$ cat config.mk
export PLATFORM = sky130hd
export DESIGN_NAME = bicintp_cal2d_flat
export DESIGN_NICKNAME = d
export VERILOG_FILES = /design/src/rtl/bicintp_cal2d_if.sv /design/src/rtl/bicintp_cal2d.sv /design/src/flat_wrapper.sv
export SDC_FILE = /design/constraint.sdc
export NUM_CORES = 2
export LEC_CHECK = 0
export CAP_MARGIN = 10
export CORE_ASPECT_RATIO = 1.4
export CORE_MARGIN = 5
export CORE_UTILIZATION = 65
export DETAILED_ROUTE_END_ITERATION = 16
export DONT_BUFFER_PORTS = 1
export GPL_TIMING_DRIVEN = 1
export PLACE_DENSITY = 0.81
export SLEW_MARGIN = 0
export SYNTH_ARGS = -nofsm -noshare
export SYNTH_HDL_FRONTEND = slang
export SYNTH_SLANG_ARGS = --single-unit
$ cat constraint.sdc
create_clock -name sys_clk -period 10 [get_ports sys_clk]
set_input_delay 2 -clock sys_clk [delete_from_list [all_inputs] [get_ports sys_clk]]
set_output_delay 2 -clock sys_clk [all_outputs]
set_load 0.02 [all_outputs]
$ cat src/rtl/bicintp_cal2d_if.sv
// Stream bundle for bicintp_cal2d: per-row input beats in, packed output pixels out.
interface bicintp_cal2d_if #(
  parameter int unsigned CH_NUM = 3,
  parameter int unsigned CH_W   = 8,
  parameter int unsigned COEF_W = 8
);
  logic                     in_vld;
  logic                     in_rdy;
  logic                     in_row0;
  logic                     in_last;
  logic [4*CH_NUM*CH_W-1:0] in_pix;
  logic [4*COEF_W-1:0]      in_wx;
  logic [COEF_W-1:0]        in_wy;
  logic                     out_vld;
  logic                     out_rdy;
  logic [CH_NUM*CH_W-1:0]   out_data;
  logic                     out_last;

  modport master (
    output in_vld, in_row0, in_last, in_pix, in_wx, in_wy, out_rdy,
    input  in_rdy, out_vld, out_data, out_last
  );

  modport slave (
    input  in_vld, in_row0, in_last, in_pix, in_wx, in_wy, out_rdy,
    output in_rdy, out_vld, out_data, out_last
  );
endinterface

$ cat src/rtl/bicintp_cal2d.sv
// 2D 4x4 bicubic pixel engine: horizontal MAC, vertical accumulate, round/clamp.
// Define BICINTP_SAT_CNT_EN to build the saturation event counter on sat_cnt.
module bicintp_cal2d #(
  parameter int unsigned CH_NUM = 3,
  parameter int unsigned CH_W   = 8,
  parameter int unsigned COEF_W = 8,
  parameter int unsigned FRAC   = 6
) (
  input  logic                sys_clk,
  input  logic                sys_rstn,
  bicintp_cal2d_if.slave      bus,
  output logic                sync_err,
  output logic [15:0]         sat_cnt
);
  localparam int unsigned H_W   = CH_W + COEF_W + 3;
  localparam int unsigned ACC_W = CH_W + 2 * COEF_W + 6;
  localparam int unsigned SHIFT = 2 * FRAC;
  localparam logic signed [ACC_W-1:0] RND  = ACC_W'(2 ** (SHIFT - 1));
  localparam logic signed [ACC_W-1:0] MAXV = ACC_W'(2 ** CH_W - 1);

  typedef enum logic [1:0] {R0, R1, R2, R3} row_e;

  row_e r_row, w_row_eff, w_row_nxt;
  logic w_stall, w_acc, w_resync;
  logic r_sync_err;

  // Stage 1 registers
  logic                     r_s1_vld, r_s1_first, r_s1_final, r_s1_last;
  logic signed [COEF_W-1:0] r_s1_wy;
  logic signed [H_W-1:0]    r_s1_h [CH_NUM];
  logic signed [H_W-1:0]    w_h    [CH_NUM];

  // Stage 2 registers
  logic                     r_s2_vld, r_s2_last;
  logic signed [ACC_W-1:0]  r_acc     [CH_NUM];
  logic signed [ACC_W-1:0]  w_prod    [CH_NUM];
  logic signed [ACC_W-1:0]  w_acc_nxt [CH_NUM];

  // Stage 3
  logic signed [ACC_W-1:0]  w_rnd [CH_NUM];
  logic signed [ACC_W-1:0]  w_y   [CH_NUM];
  logic [CH_NUM*CH_W-1:0]   w_out_data;
  logic                     w_sat;
  logic                     r_out_vld, r_out_last;
  logic [CH_NUM*CH_W-1:0]   r_out_data;

  assign w_stall      = r_out_vld && !bus.out_rdy;
  assign bus.in_rdy   = sys_rstn && !w_stall;
  assign w_acc        = bus.in_vld && bus.in_rdy;
  assign bus.out_vld  = r_out_vld;
  assign bus.out_data = r_out_data;
  assign bus.out_last = r_out_last;
  assign sync_err     = r_sync_err;

  // Row sequencer
  always_ff @(posedge sys_clk or negedge sys_rstn) begin
    if (!sys_rstn) begin
      r_row <= R0;
    end else begin
      r_row <= w_row_nxt;
    end
  end

  always_comb begin
    w_row_eff = r_row;
    w_row_nxt = r_row;
    w_resync  = 1'b0;
    // A row-0 marker always restarts the group, dropping any partial sum.
    if (bus.in_row0) begin
      w_row_eff = R0;
    end
    if (w_acc) begin
      w_resync = bus.in_row0 && (r_row != R0);
      case (w_row_eff)
        R0:      w_row_nxt = R1;
        R1:      w_row_nxt = R2;
        R2:      w_row_nxt = R3;
        default: w_row_nxt = R0;
      endcase
    end
  end

  always_ff @(posedge sys_clk or negedge sys_rstn) begin
    if (!sys_rstn) begin
      r_sync_err <= 1'b0;
    end else if (w_resync) begin
      r_sync_err <= 1'b1;
    end
  end

  // Stage 1: horizontal 4-tap MAC per channel
  always_comb begin
    for (int c = 0; c < CH_NUM; c++) begin
      w_h[c] = '0;
      for (int i = 0; i < 4; i++) begin
        w_h[c] = w_h[c]
               + H_W'($signed({1'b0, bus.in_pix[(i*CH_NUM+c)*CH_W +: CH_W]}))
               * H_W'($signed(bus.in_wx[i*COEF_W +: COEF_W]));
      end
    end
  end

  always_ff @(posedge sys_clk or negedge sys_rstn) begin
    if (!sys_rstn) begin
      r_s1_vld   <= 1'b0;
      r_s1_first <= 1'b0;
      r_s1_final <= 1'b0;
      r_s1_last  <= 1'b0;
      r_s1_wy    <= '0;
      for (int c = 0; c < CH_NUM; c++) begin
        r_s1_h[c] <= '0;
      end
    end else if (!w_stall) begin
      r_s1_vld <= w_acc;
      if (w_acc) begin
        r_s1_first <= (w_row_eff == R0);
        r_s1_final <= (w_row_eff == R3);
        r_s1_last  <= bus.in_last;
        r_s1_wy    <= bus.in_wy;
        for (int c = 0; c < CH_NUM; c++) begin
          r_s1_h[c] <= w_h[c];
        end
      end
    end
  end

  // Stage 2: vertical accumulate; r_acc doubles as the stage-3 operand
  always_comb begin
    for (int c = 0; c < CH_NUM; c++) begin
      w_prod[c]    = ACC_W'(r_s1_h[c]) * ACC_W'(r_s1_wy);
      w_acc_nxt[c] = r_s1_first ? w_prod[c] : (r_acc[c] + w_prod[c]);
    end
  end

  always_ff @(posedge sys_clk or negedge sys_rstn) begin
    if (!sys_rstn) begin
      r_s2_vld  <= 1'b0;
      r_s2_last <= 1'b0;
      for (int c = 0; c < CH_NUM; c++) begin
        r_acc[c] <= '0;
      end
    end else if (!w_stall) begin
      r_s2_vld <= r_s1_vld && r_s1_final;
      if (r_s1_vld) begin
        if (r_s1_final) begin
          r_s2_last <= r_s1_last;
        end
        for (int c = 0; c < CH_NUM; c++) begin
          r_acc[c] <= w_acc_nxt[c];
        end
      end
    end
  end

  // Stage 3: round half up, drop 2*FRAC fraction bits, clamp to pixel range
  always_comb begin
    w_sat      = 1'b0;
    w_out_data = '0;
    for (int c = 0; c < CH_NUM; c++) begin
      w_rnd[c] = r_acc[c] + RND;
      w_y[c]   = w_rnd[c] >>> SHIFT;
      if (w_y[c] < 0) begin
        w_sat = 1'b1;
      end else if (w_y[c] > MAXV) begin
        w_out_data[c*CH_W +: CH_W] = '1;
        w_sat = 1'b1;
      end else begin
        w_out_data[c*CH_W +: CH_W] = w_y[c][CH_W-1:0];
      end
    end
  end

  always_ff @(posedge sys_clk or negedge sys_rstn) begin
    if (!sys_rstn) begin
      r_out_vld  <= 1'b0;
      r_out_last <= 1'b0;
      r_out_data <= '0;
    end else if (!w_stall) begin
      r_out_vld <= r_s2_vld;
      if (r_s2_vld) begin
        r_out_data <= w_out_data;
        r_out_last <= r_s2_last;
      end
    end
  end

`ifdef BICINTP_SAT_CNT_EN
  logic        r_out_sat;
  logic [15:0] r_sat_cnt;

  always_ff @(posedge sys_clk or negedge sys_rstn) begin
    if (!sys_rstn) begin
      r_out_sat <= 1'b0;
      r_sat_cnt <= '0;
    end else begin
      if (!w_stall && r_s2_vld) begin
        r_out_sat <= w_sat;
      end
      if (r_out_vld && bus.out_rdy && r_out_sat && (r_sat_cnt != 16'hFFFF)) begin
        r_sat_cnt <= r_sat_cnt + 16'd1;
      end
    end
  end

  assign sat_cnt = r_sat_cnt;
`else
  logic w_unused_sat;
  assign w_unused_sat = w_sat;
  assign sat_cnt      = '0;
`endif

endmodule

$ cat src/flat_wrapper.sv
// flat-port wrapper written by rule: the top's interface ports become plain ports
module bicintp_cal2d_flat 
#(
  parameter int unsigned CH_NUM = 3,
  parameter int unsigned CH_W   = 8,
  parameter int unsigned COEF_W = 8,
  parameter int unsigned FRAC   = 6
)
  (sys_clk, sys_rstn, sync_err, sat_cnt, bus_in_vld, bus_in_row0, bus_in_last, bus_in_pix, bus_in_wx, bus_in_wy, bus_out_rdy, bus_in_rdy, bus_out_vld, bus_out_data, bus_out_last);
  bicintp_cal2d_if #(.CH_NUM(CH_NUM), .CH_W(CH_W), .COEF_W(COEF_W)) bus_i ();
  input  logic sys_clk;
  input  logic sys_rstn;
  output logic sync_err;
  output logic [15:0] sat_cnt;
  input wire logic [$bits(bus_i.in_vld)-1:0] bus_in_vld;
  input wire logic [$bits(bus_i.in_row0)-1:0] bus_in_row0;
  input wire logic [$bits(bus_i.in_last)-1:0] bus_in_last;
  input wire logic [$bits(bus_i.in_pix)-1:0] bus_in_pix;
  input wire logic [$bits(bus_i.in_wx)-1:0] bus_in_wx;
  input wire logic [$bits(bus_i.in_wy)-1:0] bus_in_wy;
  input wire logic [$bits(bus_i.out_rdy)-1:0] bus_out_rdy;
  output wire logic [$bits(bus_i.in_rdy)-1:0] bus_in_rdy;
  output wire logic [$bits(bus_i.out_vld)-1:0] bus_out_vld;
  output wire logic [$bits(bus_i.out_data)-1:0] bus_out_data;
  output wire logic [$bits(bus_i.out_last)-1:0] bus_out_last;
  assign bus_i.in_vld = bus_in_vld;
  assign bus_i.in_row0 = bus_in_row0;
  assign bus_i.in_last = bus_in_last;
  assign bus_i.in_pix = bus_in_pix;
  assign bus_i.in_wx = bus_in_wx;
  assign bus_i.in_wy = bus_in_wy;
  assign bus_i.out_rdy = bus_out_rdy;
  assign bus_in_rdy = bus_i.in_rdy;
  assign bus_out_vld = bus_i.out_vld;
  assign bus_out_data = bus_i.out_data;
  assign bus_out_last = bus_i.out_last;
  bicintp_cal2d #(.CH_NUM(CH_NUM), .CH_W(CH_W), .COEF_W(COEF_W), .FRAC(FRAC)) u_core (.sys_clk(sys_clk), .sys_rstn(sys_rstn), .bus(bus_i), .sync_err(sync_err), .sat_cnt(sat_cnt));
endmodule
==> results.txt <==
# rows - 131
GPL Wtd Cong - 0.924
Worst Hold Launch - u_core.r_acc[10]
H-tree levels - 4
global-route wire length before repair - 238,000 um
RR Startpoint - u_core.r_s1_wy[1]
clock tree buffer depth - 2
antenna violations before repair - 1
Final Hold Viols - 0
max_cap viols - 0
Post-synth ARST share - 100%
total grt overflow - 0
synth cell count leaders - inv_1 (1,437), fa_1 (915), ha_1 (815)
Mapped Cells - 6,922
post-synthesis sequential area ratio - 7.98%
Die W - 266 um
GR Util All Layers - 29.8%
Ports - 186
pin count of the biggest net entering global routing - 192
Initial Util - 65.4%
RSZ-0062 raised after global routing - false
Cell Area, Synth - 59,600 um^2
die area - 97,900 um^2
area of the multi-input gates - 48,700 um^2
clock transition at the registers of the reported paths - 0.08 ns
number of global-route vias before repair - 48.9k
first-pass iteration count of the detailed router - 5
max-slew violation count - 0
post_cts resized - 0
CP most frequent cell - fa_1
dpl cells - 7,964
Crit Path Max Fanout - 12
status - complete, no violations
Max-slew headroom - 18.7%
number of I/O port buffers - 0
share of the synthesized area in the top cell type - 30.7%
die height - 368 um
Storage cell area - 4760 um^2
Fin Clk Skew - 0.0155 ns
postcts setup bufs - 0
largest stage delay on the critical path - 0.55 ns
yosys warns - 0
Min Clock Period, post-route - 8.75 ns
period utilization - 87.5%
leading area contributor after synthesis - fa_1
Post-synth top flop - dfrtp_1
Synth cell types - 87
hold_ws - 0.496 ns
# fillers - 7,452
CTS sink count - 190
WP data required - 10.40 ns
Root Buffer - clkbuf_16
Synth Register Bits - 190
Vias/cell - 5.69
post-route setup TNS - 0 ns
Post-synth EDFFs - 0
Final Non-Filler Cells - 7,997
share of layout cells above drive strength 1 - 1.62%
Worst-Margin Slew - 1.22 ns
CP startpoint kind - primary input
Clk Latency, worst-skew pair - 0.51 ns
Core Area - 91,100 um^2
cell with the most instances after synthesis - inv_1
fmax - 114 MHz
final setup fails - 0
worst setup path start - bus_in_wx[23]
Layout Nets - 8,658
CTS tree - done
synth top area cells - fa_1 (31%), ha_1 (17%), inv_1 (9.1%)
Routed WL - 143,000 um
Detail Route Antenna Nets - 0
drt drc - 0
P&R area growth vs syn - 2.58%
hold_buf cts - 0
wire length per cell - 17.9 um
Num CTS Buffers - 17
Initial DRC Count - 2,546
fin util - 67.1%
crit path DAT - 9.15 ns
CP max stage cell - fa_1
Detailed Place HPWL - 119,000 um
Syn Area/Cell - 8.61 um^2
kind of critical path - primary input to flip-flop
Hold Path Class - flip-flop to flip-flop
CP Capture Type - flip-flop
routed vias - 45.5k
==> sequential cells by signal, summed over array words and instances, names as in the netlist, 2 cells and up <==
| register | flops |
|---|---|
| u_core.r_row | 2 |
| u_core.r_s1_wy | 8 |
| u_core.r_s1_h | 57 |
| u_core.r_acc | 90 |
| u_core.bus.out_data | 24 |
==> critical path, delay by kind of cell <==
family,cells,cell delay [ns]
adder cells (fa/ha/maj),8,3.59
buffers and inverters,6,0.89
AO/OA/AOI/OAI,9,1.81
XOR/XNOR,1,0.45
AND/OR/NAND/NOR,3,0.40
==> cells in the final DEF, fill, tap and decap left out, types with 114 or more instances in the layout <==
| cell type | n |
|---|---|
| dfrtp_1 | 189 |
| a21oi_1 | 294 |
| xor2_1 | 114 |
| o21ai_0 | 212 |
| fa_1 | 915 |
| ha_1 | 815 |
| nor2_1 | 311 |
| inv_1 | 1437 |
| a21o_1 | 131 |
| and2_1 | 784 |
| xnor2_1 | 242 |
| nand2_1 | 533 |
==> layout make-up <==
type,instances,area share (%)
Multi-Input combinational cell,5114,79.7
Inverter,1440,8.85
Sequential cell,190,7.79
Tap cell,1197,2.45
Clock buffer,18,0.702
Timing Repair Buffer,23,0.283
Clock inverter,13,0.233
Antenna cell,2,0.00819
==> final timing paths <==
check | to | cells after the start | slack (ns)
setup / recovery | u_core.r_s1_h[17] | 27 | 1.25
hold / removal | u_core.r_acc[10] | 2 | 0.50
setup reg to reg | u_core.r_acc[89] | 26 | 1.91
hold reg to reg | u_core.r_acc[10] | 2 | 0.50
max in group asynchronous | u_core.r_acc[55] | 0 | 8.31
min in group asynchronous | u_core.r_acc[0] | 0 | 1.18
==> through the flow <==
stage	setup slack (ns)	cell area (um^2)
after floorplan	1.39	59600
after global placement	0.976	60500
after detailed placement	0.779	60500
after CTS	1.34	61100
after global routing	0.808	61100
final	1.25	61100
==> cell families (layout without fill, tap and decap cells) <==
family                   after synthesis  count (layout)  synth area share [%]
AND/OR/NAND/NOR                     1992            1992                  17.2
buffers and inverters               1633            1494                  10.4
other                                  1              18               0.00630
AO/OA/AOI/OAI                        974             974                  10.5
flip-flops                           190             190                  7.98
XOR/XNOR                             356             356                  5.23
adder cells (fa/ha/maj)             1730            1730                  47.9
multiplexers                          46              46                 0.821
==> layer usage <==
metal / global-route usage, % / up-vias / routed length [um]
met5: 0 / - / 0
met4: 19.8 / 0 / 12100
met3: 3.93 / 393 / 6450
met2: 53.7 / 1193 / 72200
met1: 32.7 / 22600 / 52300
li1: - / 21400 / -
Power is not shown: default switching activity piles up to over one toggle a cycle in this logic, so the estimate is an artifact.
